--- src/rtl/mdl_pgsrch_pkg.sv ---
// mdl_pgsrch_pkg: shared constants, step indices and FSM encoding
// for the bubble page-search sequencer.
package mdl_pgsrch_pkg;

   localparam int PAGE_MAX  = 2053;
   localparam int PGW       = 12;
   localparam int ROT_STEPS = 20;

   localparam logic [4:0] SERIAL_LAST = 5'd11;
   localparam logic [4:0] CMP_LATCH   = 5'd12;
   localparam logic [4:0] FRAME_END   = 5'd19;

   localparam logic [ROT_STEPS-1:0] ROT_RESET = 20'hFFFFE;

   typedef enum logic [1:0] {
      IDLE   = 2'd0,
      SYNC   = 2'd1,
      SEARCH = 2'd2
   } state_t;

   // absolute page successor, wrapping at the last position
   function automatic logic [PGW-1:0] abs_inc(input logic [PGW-1:0] v);
      return (v == PGW'(PAGE_MAX - 1)) ? '0 : v + PGW'(1);
   endfunction

endpackage

--- src/rtl/mdl_rot20.sv ---
// mdl_rot20: 20-step one-cold frame rotator, step k drives bit k low.
// Advances once per clock enable, wraps step 19 -> step 0.
module mdl_rot20
   import mdl_pgsrch_pkg::*;
(
   input  logic                 clk,
   input  logic                 rst,
   input  logic                 en,
   output logic [ROT_STEPS-1:0] rot_n
);

   // rotate the single low bit one place up per enable
   always_ff @(posedge clk or posedge rst) begin
      if (rst) begin
         rot_n <= ROT_RESET;
      end else if (en) begin
         rot_n <= {rot_n[ROT_STEPS-2:0], rot_n[ROT_STEPS-1]};
      end
   end

endmodule

--- src/rtl/mdl_pgsrch_ctrl.sv ---
// mdl_pgsrch_ctrl: page-search sequencer (frame timing, serializers, FSM).
// Optional macro MDL_PGSRCH_TIMEOUT_EN adds the PAGE_MAX-frame search timeout.
module mdl_pgsrch_ctrl
   import mdl_pgsrch_pkg::*;
(
   input  logic                 i_MCLK,
   input  logic                 i_RST,
   input  logic                 i_CLK2M_PCEN_n,
   input  logic                 i_REQ,
   input  logic [PGW-1:0]       i_PGNUM,
   input  logic                 i_ABORT,
   input  logic                 i_BUBROT,
   input  logic                 i_PGCMP_EQ,
   output logic [ROT_STEPS-1:0] o_ROT20_n,
   output logic                 o_PGREG_SR_LSB,
   output logic                 o_ABSPGCNTR_LSB,
   output logic                 o_BDI_EN,
   output logic                 o_UMODE_n,
   output logic                 o_BUSY,
   output logic                 o_HIT,
   output logic                 o_TIMEOUT,
   output logic [PGW-1:0]       o_ABSPG
);

   logic                 en;
   logic                 frame_end;
   logic                 ser_shift;
   logic                 ser_win;
   logic [ROT_STEPS-1:0] rot_n;
   state_t               state;
   state_t               state_nx;
   logic [PGW-1:0]       abs_cnt;
   logic [PGW-1:0]       abs_nx;
   logic [PGW-1:0]       pg_reg;
   logic [PGW-1:0]       pg_sr;
   logic [PGW-1:0]       abs_sr;
   logic                 frm_last;
   logic                 hit_evt;
   logic                 to_evt;
   logic                 hit;
   logic                 timeout;

   assign en = ~i_CLK2M_PCEN_n;

   mdl_rot20 u_rot (
      .clk   (i_MCLK),
      .rst   (i_RST),
      .en    (en),
      .rot_n (rot_n)
   );

   assign frame_end = ~rot_n[FRAME_END];
   assign ser_shift = ~&rot_n[SERIAL_LAST:0];
   assign ser_win   = ~&rot_n[CMP_LATCH-1:0];
   assign abs_nx    = i_BUBROT ? abs_inc(abs_cnt) : abs_cnt;

   // absolute page counter, advances once per frame while rotating
   always_ff @(posedge i_MCLK or posedge i_RST) begin
      if (i_RST) begin
         abs_cnt <= '0;
      end else if (en && frame_end) begin
         abs_cnt <= abs_nx;
      end
   end

   // relative page number, captured when a request is accepted
   always_ff @(posedge i_MCLK or posedge i_RST) begin
      if (i_RST) begin
         pg_reg <= '0;
      end else if (en && state == IDLE && i_REQ) begin
         pg_reg <= i_PGNUM;
      end
   end

   // serial shadows: reload at frame end so bit 0 leads the next frame
   always_ff @(posedge i_MCLK or posedge i_RST) begin
      if (i_RST) begin
         pg_sr  <= '0;
         abs_sr <= '0;
      end else if (en) begin
         if (frame_end) begin
            pg_sr  <= pg_reg;
            abs_sr <= abs_nx;
         end else if (ser_shift) begin
            pg_sr  <= pg_sr >> 1;
            abs_sr <= abs_sr >> 1;
         end
      end
   end

   assign o_PGREG_SR_LSB  = ser_win & pg_sr[0];
   assign o_ABSPGCNTR_LSB = ser_win & abs_sr[0];

`ifdef MDL_PGSRCH_TIMEOUT_EN
   logic [PGW-1:0] frm_cnt;

   assign frm_last = (frm_cnt == PGW'(PAGE_MAX - 1));

   // evaluated-frame counter, held clear outside of SEARCH
   always_ff @(posedge i_MCLK or posedge i_RST) begin
      if (i_RST) begin
         frm_cnt <= '0;
      end else if (en) begin
         if (state != SEARCH) begin
            frm_cnt <= '0;
         end else if (frame_end) begin
            frm_cnt <= frm_cnt + PGW'(1);
         end
      end
   end
`else
   assign frm_last = 1'b0;
`endif

   // FSM state register
   always_ff @(posedge i_MCLK or posedge i_RST) begin
      if (i_RST) begin
         state <= IDLE;
      end else if (en) begin
         state <= state_nx;
      end
   end

   // FSM next state; abort beats a same-cycle hit, hit beats timeout
   always_comb begin
      state_nx = state;
      hit_evt  = 1'b0;
      to_evt   = 1'b0;
      unique case (state)
         IDLE: begin
            if (i_REQ) state_nx = SYNC;
         end
         SYNC: begin
            if (i_ABORT) state_nx = IDLE;
            else if (frame_end) state_nx = SEARCH;
         end
         SEARCH: begin
            if (i_ABORT) begin
               state_nx = IDLE;
            end else if (frame_end) begin
               if (i_PGCMP_EQ) begin
                  hit_evt  = 1'b1;
                  state_nx = IDLE;
               end else if (frm_last) begin
                  to_evt   = 1'b1;
                  state_nx = IDLE;
               end
            end
         end
         default: state_nx = IDLE;
      endcase
   end

   // result pulses last exactly one enable period
   always_ff @(posedge i_MCLK or posedge i_RST) begin
      if (i_RST) begin
         hit     <= 1'b0;
         timeout <= 1'b0;
      end else if (en) begin
         hit     <= hit_evt;
         timeout <= to_evt;
      end
   end

   // FSM outputs
   always_comb begin
      o_BUSY    = (state != IDLE);
      o_BDI_EN  = (state == SEARCH);
      o_UMODE_n = (state != SEARCH);
   end

   assign o_ROT20_n = rot_n;
   assign o_HIT     = hit;
   assign o_TIMEOUT = timeout;
   assign o_ABSPG   = abs_cnt;

endmodule

--- config.mk ---
export PLATFORM = sky130hd
export DESIGN_NAME = mdl_pgsrch_ctrl
export DESIGN_NICKNAME = d
export VERILOG_FILES = /design/src/rtl/mdl_pgsrch_pkg.sv /design/src/rtl/mdl_rot20.sv /design/src/rtl/mdl_pgsrch_ctrl.sv
export SDC_FILE = /design/constraint.sdc
export NUM_CORES = 1
export LEC_CHECK = 0
export CORE_UTILIZATION = 28
export DETAILED_ROUTE_END_ITERATION = 10
export GPL_TIMING_DRIVEN = 0
export SYNTH_ARGS = -nofsm -noshare
export SYNTH_HDL_FRONTEND = slang
export SYNTH_SLANG_ARGS = --single-unit
export TNS_END_PERCENT = 5
--- constraint.sdc ---
create_clock -name i_MCLK -period 2.1 [get_ports i_MCLK]
set_input_delay 0.42 -clock i_MCLK [delete_from_list [all_inputs] [get_ports i_MCLK]]
set_output_delay 0.42 -clock i_MCLK [all_outputs]
set_load 0.01 [all_outputs]
# ---- Word-level counts from Yosys, hierarchy flattened
# Index checks and enable logic that the tools add are counted.
dict set report op_classes {
  n_bitwise 4
  addsub 1
  n_eq_ne 9
  reduce_logical 9
  n_mux 17
}
# op n
set op_table {}
lappend op_table {{$mux W12} 6}
lappend op_table {{$add A12 B1 Y12 const B} 1}
lappend op_table {{$eq A12 B12 Y1 const B} 1}
lappend op_table {{$mux W2} 6}
lappend op_table {{$reduce_and A12 Y1} 1}
lappend op_table {{$ne A3 B3 Y1 const B} 3}
lappend op_table {{$ne A2 B2 Y1 const B} 3}
lappend op_table {{$pmux W2 S3} 1}
lappend op_table {{$reduce_and A5 Y1} 1}
lappend op_table {{$mux W1} 4}
lappend op_table {{$logic_and A1 B1 Y1} 3}
lappend op_table {{$and A1 B1 Y1} 2}
lappend op_table {{$eq A2 B1 Y1 const B} 1}
lappend op_table {{$eq A2 B2 Y1 const B} 1}
lappend op_table {{$logic_not A2 Y1} 1}
lappend op_table {{$not A1 Y1} 2}
lappend op_table {{$reduce_and A2 Y1} 1}
lappend op_table {{$reduce_bool A2 Y1} 1}
lappend op_table {{$logic_not A1 Y1} 1}
dict set report word_totals {
  word_cells 47
  in_bits 19
  register_bits 71
}

# ---- Longest topological paths before layout
dict set report logic_depth {
  word_depth 4
  mapped_depth 6
}

# ---- Modules after synthesis
# From an unflattened synthesis, not the netlist that was laid out.
dict set report hier_totals {
  hier_cells 308
  area_unflattened_um2 3504.6
}
# mod n_inst area_per_inst_um2 cells_each
set modules_own_cells {}
lappend modules_own_cells {mdl_pgsrch_ctrl 1 2653.8 265}
lappend modules_own_cells {mdl_rot20 1 850.8 43}

# ---- Least setup slack after synthesis
# Ideal clock, no wire load.
dict set report synth_timing {
  kind {flip-flop to output port}
  startpoint {reg u_rot.rot_n[11]}
  endpoint {out o_ABSPGCNTR_LSB}
  arrival_ns 1.450
  path_buffers 1
  required_time_ns 1.680
  path_slack_ns 0.230
  stages_incl_launch_ff 5
  cell_sequence {dfstp_2 nand4_1 or3_1 clkbuf_1 and2_1}
}
dict set report synth_between {
  elab_chain_cells 3
}
# item line
set synth_lines {}
lappend synth_lines {{start, declared} mdl_rot20.sv:9} ;# output logic [ROT_STEPS-1:0] rot_n
lappend synth_lines {{start signal, assigned} mdl_rot20.sv:17} ;# rot_n <= {rot_n[ROT_STEPS-2:0], rot_n[ROT_STEPS-1]};
lappend synth_lines {{$reduce_and A12 Y1} mdl_pgsrch_ctrl.sv:54} ;# assign ser_win = ~&rot_n[CMP_LATCH-1:0];
lappend synth_lines {{$logic_not A1 Y1} mdl_pgsrch_ctrl.sv:54}
lappend synth_lines {{$and A1 B1 Y1} mdl_pgsrch_ctrl.sv:92} ;# assign o_ABSPGCNTR_LSB = ser_win & abs_sr[0];
lappend synth_lines {{end, declared} mdl_pgsrch_ctrl.sv:16} ;# output logic o_ABSPGCNTR_LSB,
# Every way passes these cells.

# ---- Worst setup path in the final report
dict set report layout_timing {
  startpoint {reg u_rot.rot_n[4]}
  endpoint {out o_PGREG_SR_LSB}
}
dict set report layout_between {
  elab_chain_cells 3
}
# item line
set layout_lines {}
lappend layout_lines {{$reduce_and A12 Y1} mdl_pgsrch_ctrl.sv:54}
lappend layout_lines {{$logic_not A1 Y1} mdl_pgsrch_ctrl.sv:54}
lappend layout_lines {{$and A1 B1 Y1} mdl_pgsrch_ctrl.sv:91} ;# assign o_PGREG_SR_LSB = ser_win & pg_sr[0];
lappend layout_lines {{end, declared} mdl_pgsrch_ctrl.sv:15} ;# output logic o_PGREG_SR_LSB,
# Every way passes these cells.

==> flow_summary.yaml <==
outcome:
  status: "finished, violations left"
  violations: "setup timing"
place:
  hpwl_um: 5360
  gp_congestion: 0.821
  pre_cts_ws_ps: -378
  placed_area_mm2: 0.00407
  port_buffers: 56
setup_path:
  cp_max_fo: 3
  slowest_delay_ps: 530
  ff2ff_path_depth: 7
  r2r_slack_ps: 80
  worstSetupPathType: "flip-flop to output port"
  startpoint_type: "flip-flop"
  required_ps: 1680
  slowest_stage: "dfstp_2"
  cp.arrival_ps: 1700
  setup.worst_path.end_class: "output port"
  worstPathCellList: "nand4_1 -> or3_4 -> and2_4 -> buf_6"
  r2r-end: "abs_sr[9]"
  r2r_start: "u_rot.rot_n[4]"
global_routing:
  grtUsageMet1: 0.167
  use_met3: 0.0276
  antenna_found_initial: 0
  top_usage_layer: "met2"
  grt_remaining_overflow: 0
  grtUsageTotal: 0.133
  grt_util_met2: 0.224
  grt_pass1_wl_um: 12200
  grt_pass1_vias: 2477
  grt_max_degree: 41
route:
  vias: 2509
  drtAntennaViolNets: 0
  drc: 0
  routed_wl_um: 7590
  drt_iter0_drc: 123
  firstDrtPassIters: 4
  via_per_inst: 4.82
  wl_per_cell_um: 14.6
finish:
  top_register: "u_rot.rot_n"
  design_area_mm2: 0.00451
  n_antenna_cell: 0
  nNetsFinal: 394
  syn_to_final_growth_pct: 37.6
  nFillCells: 1118
  drive_gt1_frac: 0.275
  largest_register_ffs: 20
  post-route-util: 0.395
power_and_ir_drop:
  p_total_mw: 4.61
  p_per_area_mw_per_mm2: 1020
  irDropWorstVdd_uv: 539
  p_leak_nw: 1.90
clocking:
  cts.reportedPaths.clkPinSlew_ps: 60
  cts_tree: "yes"
  clock_latency_ps: 330
  hold_buffers: 0
  clk_path_buf_depth: 2
  cts_max_level: 3
  cts_buffers: 9
  cts_sinks: 71
  cts_root_buffer: "clkbuf_16"
synthesis:
  ys.warnings.count: 0
  async_flop_share: 1.00
  synth.distinct_cells: 48
  synth_cells: 293
  syn_nets: 314
  synth_area_per_cell_um2: 11.2
  synth_edf_count: 0
  ys_seq_area_frac: 0.549
  ys_ff_latch: 71
  synth_area_mm2: 0.00328
  ys.flop_type: "dfrtp_1"
sta:
  drv_slew: 0
  relSlewSlack: 0.568
  fin_crit_sh: 1.01
  max_freq_mhz: 471
  timing.final.ws_setup_ps: -22.4
  grt_setup_unrepaired: "true"
  hold_ws_ps: 384
  fin_crit_ps: 2120
  finalSetupViolCount: 2
  hold_viol: 0
  skew_ps: 8.27
  worstMarginPinSlew_ps: 648
die:
  start_util: 0.287
  dieHeight_um: 110
  die_area_mm2: 0.0121
  core-area_mm2: 0.0114
  pin_count: 58
  num_rows: 39
  die_w_um: 110
min_path:
  hold_path_class: "input pin to async pin"
flow_run:
  drv_cap: 0
==> power breakdown <==
part           switching, mW  leakage (nW)  internal [mW]
clock                  0.587         0.162           1.03
combinational          0.472         0.887          0.601
sequential             0.227         0.853           1.70
total                   1.29          1.90           3.33
==> Yosys cell counts, types with 2 or more instances <==
library cell	count	area, µm²
mux2_2	31	349
nor4_1	2	12.5
nand3_1	8	40.0
xor2_1	4	35.0
o22ai_1	3	18.8
xnor2_1	8	70.1
nand4_1	6	37.5
nor2_1	12	45.0
a32oi_1	4	35.0
dfstp_2	19	499
nor3_1	2	10.0
a31oi_1	2	12.5
dfrtp_1	52	1300
o21ai_0	30	150
ha_1	2	25.0
and2_1	3	18.8
buf_2	5	25.0
a221oi_1	2	17.5
o31ai_1	3	22.5
or3_1	2	12.5
nand2_1	35	131
clkbuf_1	6	22.5
mux2i_1	13	130
nand2b_1	2	12.5
a21oi_1	3	15.0
buf_1	2	7.51
inv_1	10	37.5
clkbuf_2	2	10.0
==> layout by cell type, fill, tap and decap left out, drive strengths merged, types with 3 or more instances in the layout <==
master	count
xnor2	8
buf	26
nand4	7
clkbuf	16
and2	3
nand3	8
mux2	31
o31ai	3
or3	3
a32oi	4
xor2	4
mux2i	13
dfstp	19
dfrtp	52
nand2	35
inv	13
o22ai	3
o21ai	30
a21oi	3
nor2	12
clkdlybuf4s50	54
==> critical path, delay by kind of cell (launching register included) <==
| family | cells | cell delay (ps) |
|---|---|---|
| buffers and inverters | 1 | 110 |
| flip-flops | 1 | 530 |
| AND/OR/NAND/NOR | 3 | 730 |
==> worst max-delay path by stage <==
stage | slack (ps) | cells past startpoint | endpoint | startpoint
floorplan | 230 | 4 | o_ABSPGCNTR_LSB | u_rot.rot_n[11]
global placement | -370 | 5 | o_ABSPGCNTR_LSB | u_rot.rot_n[11]
detailed placement | -380 | 5 | o_ABSPGCNTR_LSB | u_rot.rot_n[11]
CTS | -40 | 4 | o_PGREG_SR_LSB | u_rot.rot_n[6]
global route | -80 | 4 | o_ABSPGCNTR_LSB | u_rot.rot_n[1]
finish | -20 | 4 | o_PGREG_SR_LSB | u_rot.rot_n[4]
==> stage by stage <==
stage / setup TNS (ps) / cells
6_report: -44.8 / 521
5_1_grt: -253 / 521
4_1_cts: -74.8 / 521
3_5_place_dp: -10850 / 494
3_3_place_gp: -10990 / 492
2_1_floorplan: 0 / 293
==> layer usage <==
| metal | vias up | routed length, µm | share of wire |
|---|---|---|---|
| met5 | - | 0 | 0 |
| met4 | 0 | 103 | 0.014 |
| met3 | 8 | 309 | 0.041 |
| met2 | 53 | 3740 | 0.49 |
| met1 | 1244 | 3440 | 0.45 |
| li1 | 1204 | - | - |
==> repair_timing <==
action | in CTS | in global routing
pin swaps | 6 | 0
cloned | 0 | 0
setup buffers | 12 | 0
resized for setup | 16 | 3
endpoints found under the setup margin | 17 | 16
==> final cells by class <==
cell class,count,area (µm²),share of cell area
timing repair buffer,70,701,0.155
buffer,15,71.3,0.0158
multi-input combinational,195,1390,0.308
clock inverter,5,58.8,0.0130
clock buffer,11,264,0.0585
sequential,71,1800,0.399
tap,143,179,0.0397
inverter,11,45.0,0.00999
==> cells by family (layout without fill, tap and decap cells) <==
family          after synthesis  in the layout  synth area share
simple gates                 81             81             0.121
flops                        71             71             0.549
compound gates               55             55             0.108
mux                          44             44             0.146
buf+inv                      27            112            0.0347
xor+xnor                     12             12            0.0321
fa+ha+maj                     2              2           0.00763
other cells                   1              1           0.00114
Note: power is estimated with default switching activity, not from simulation.
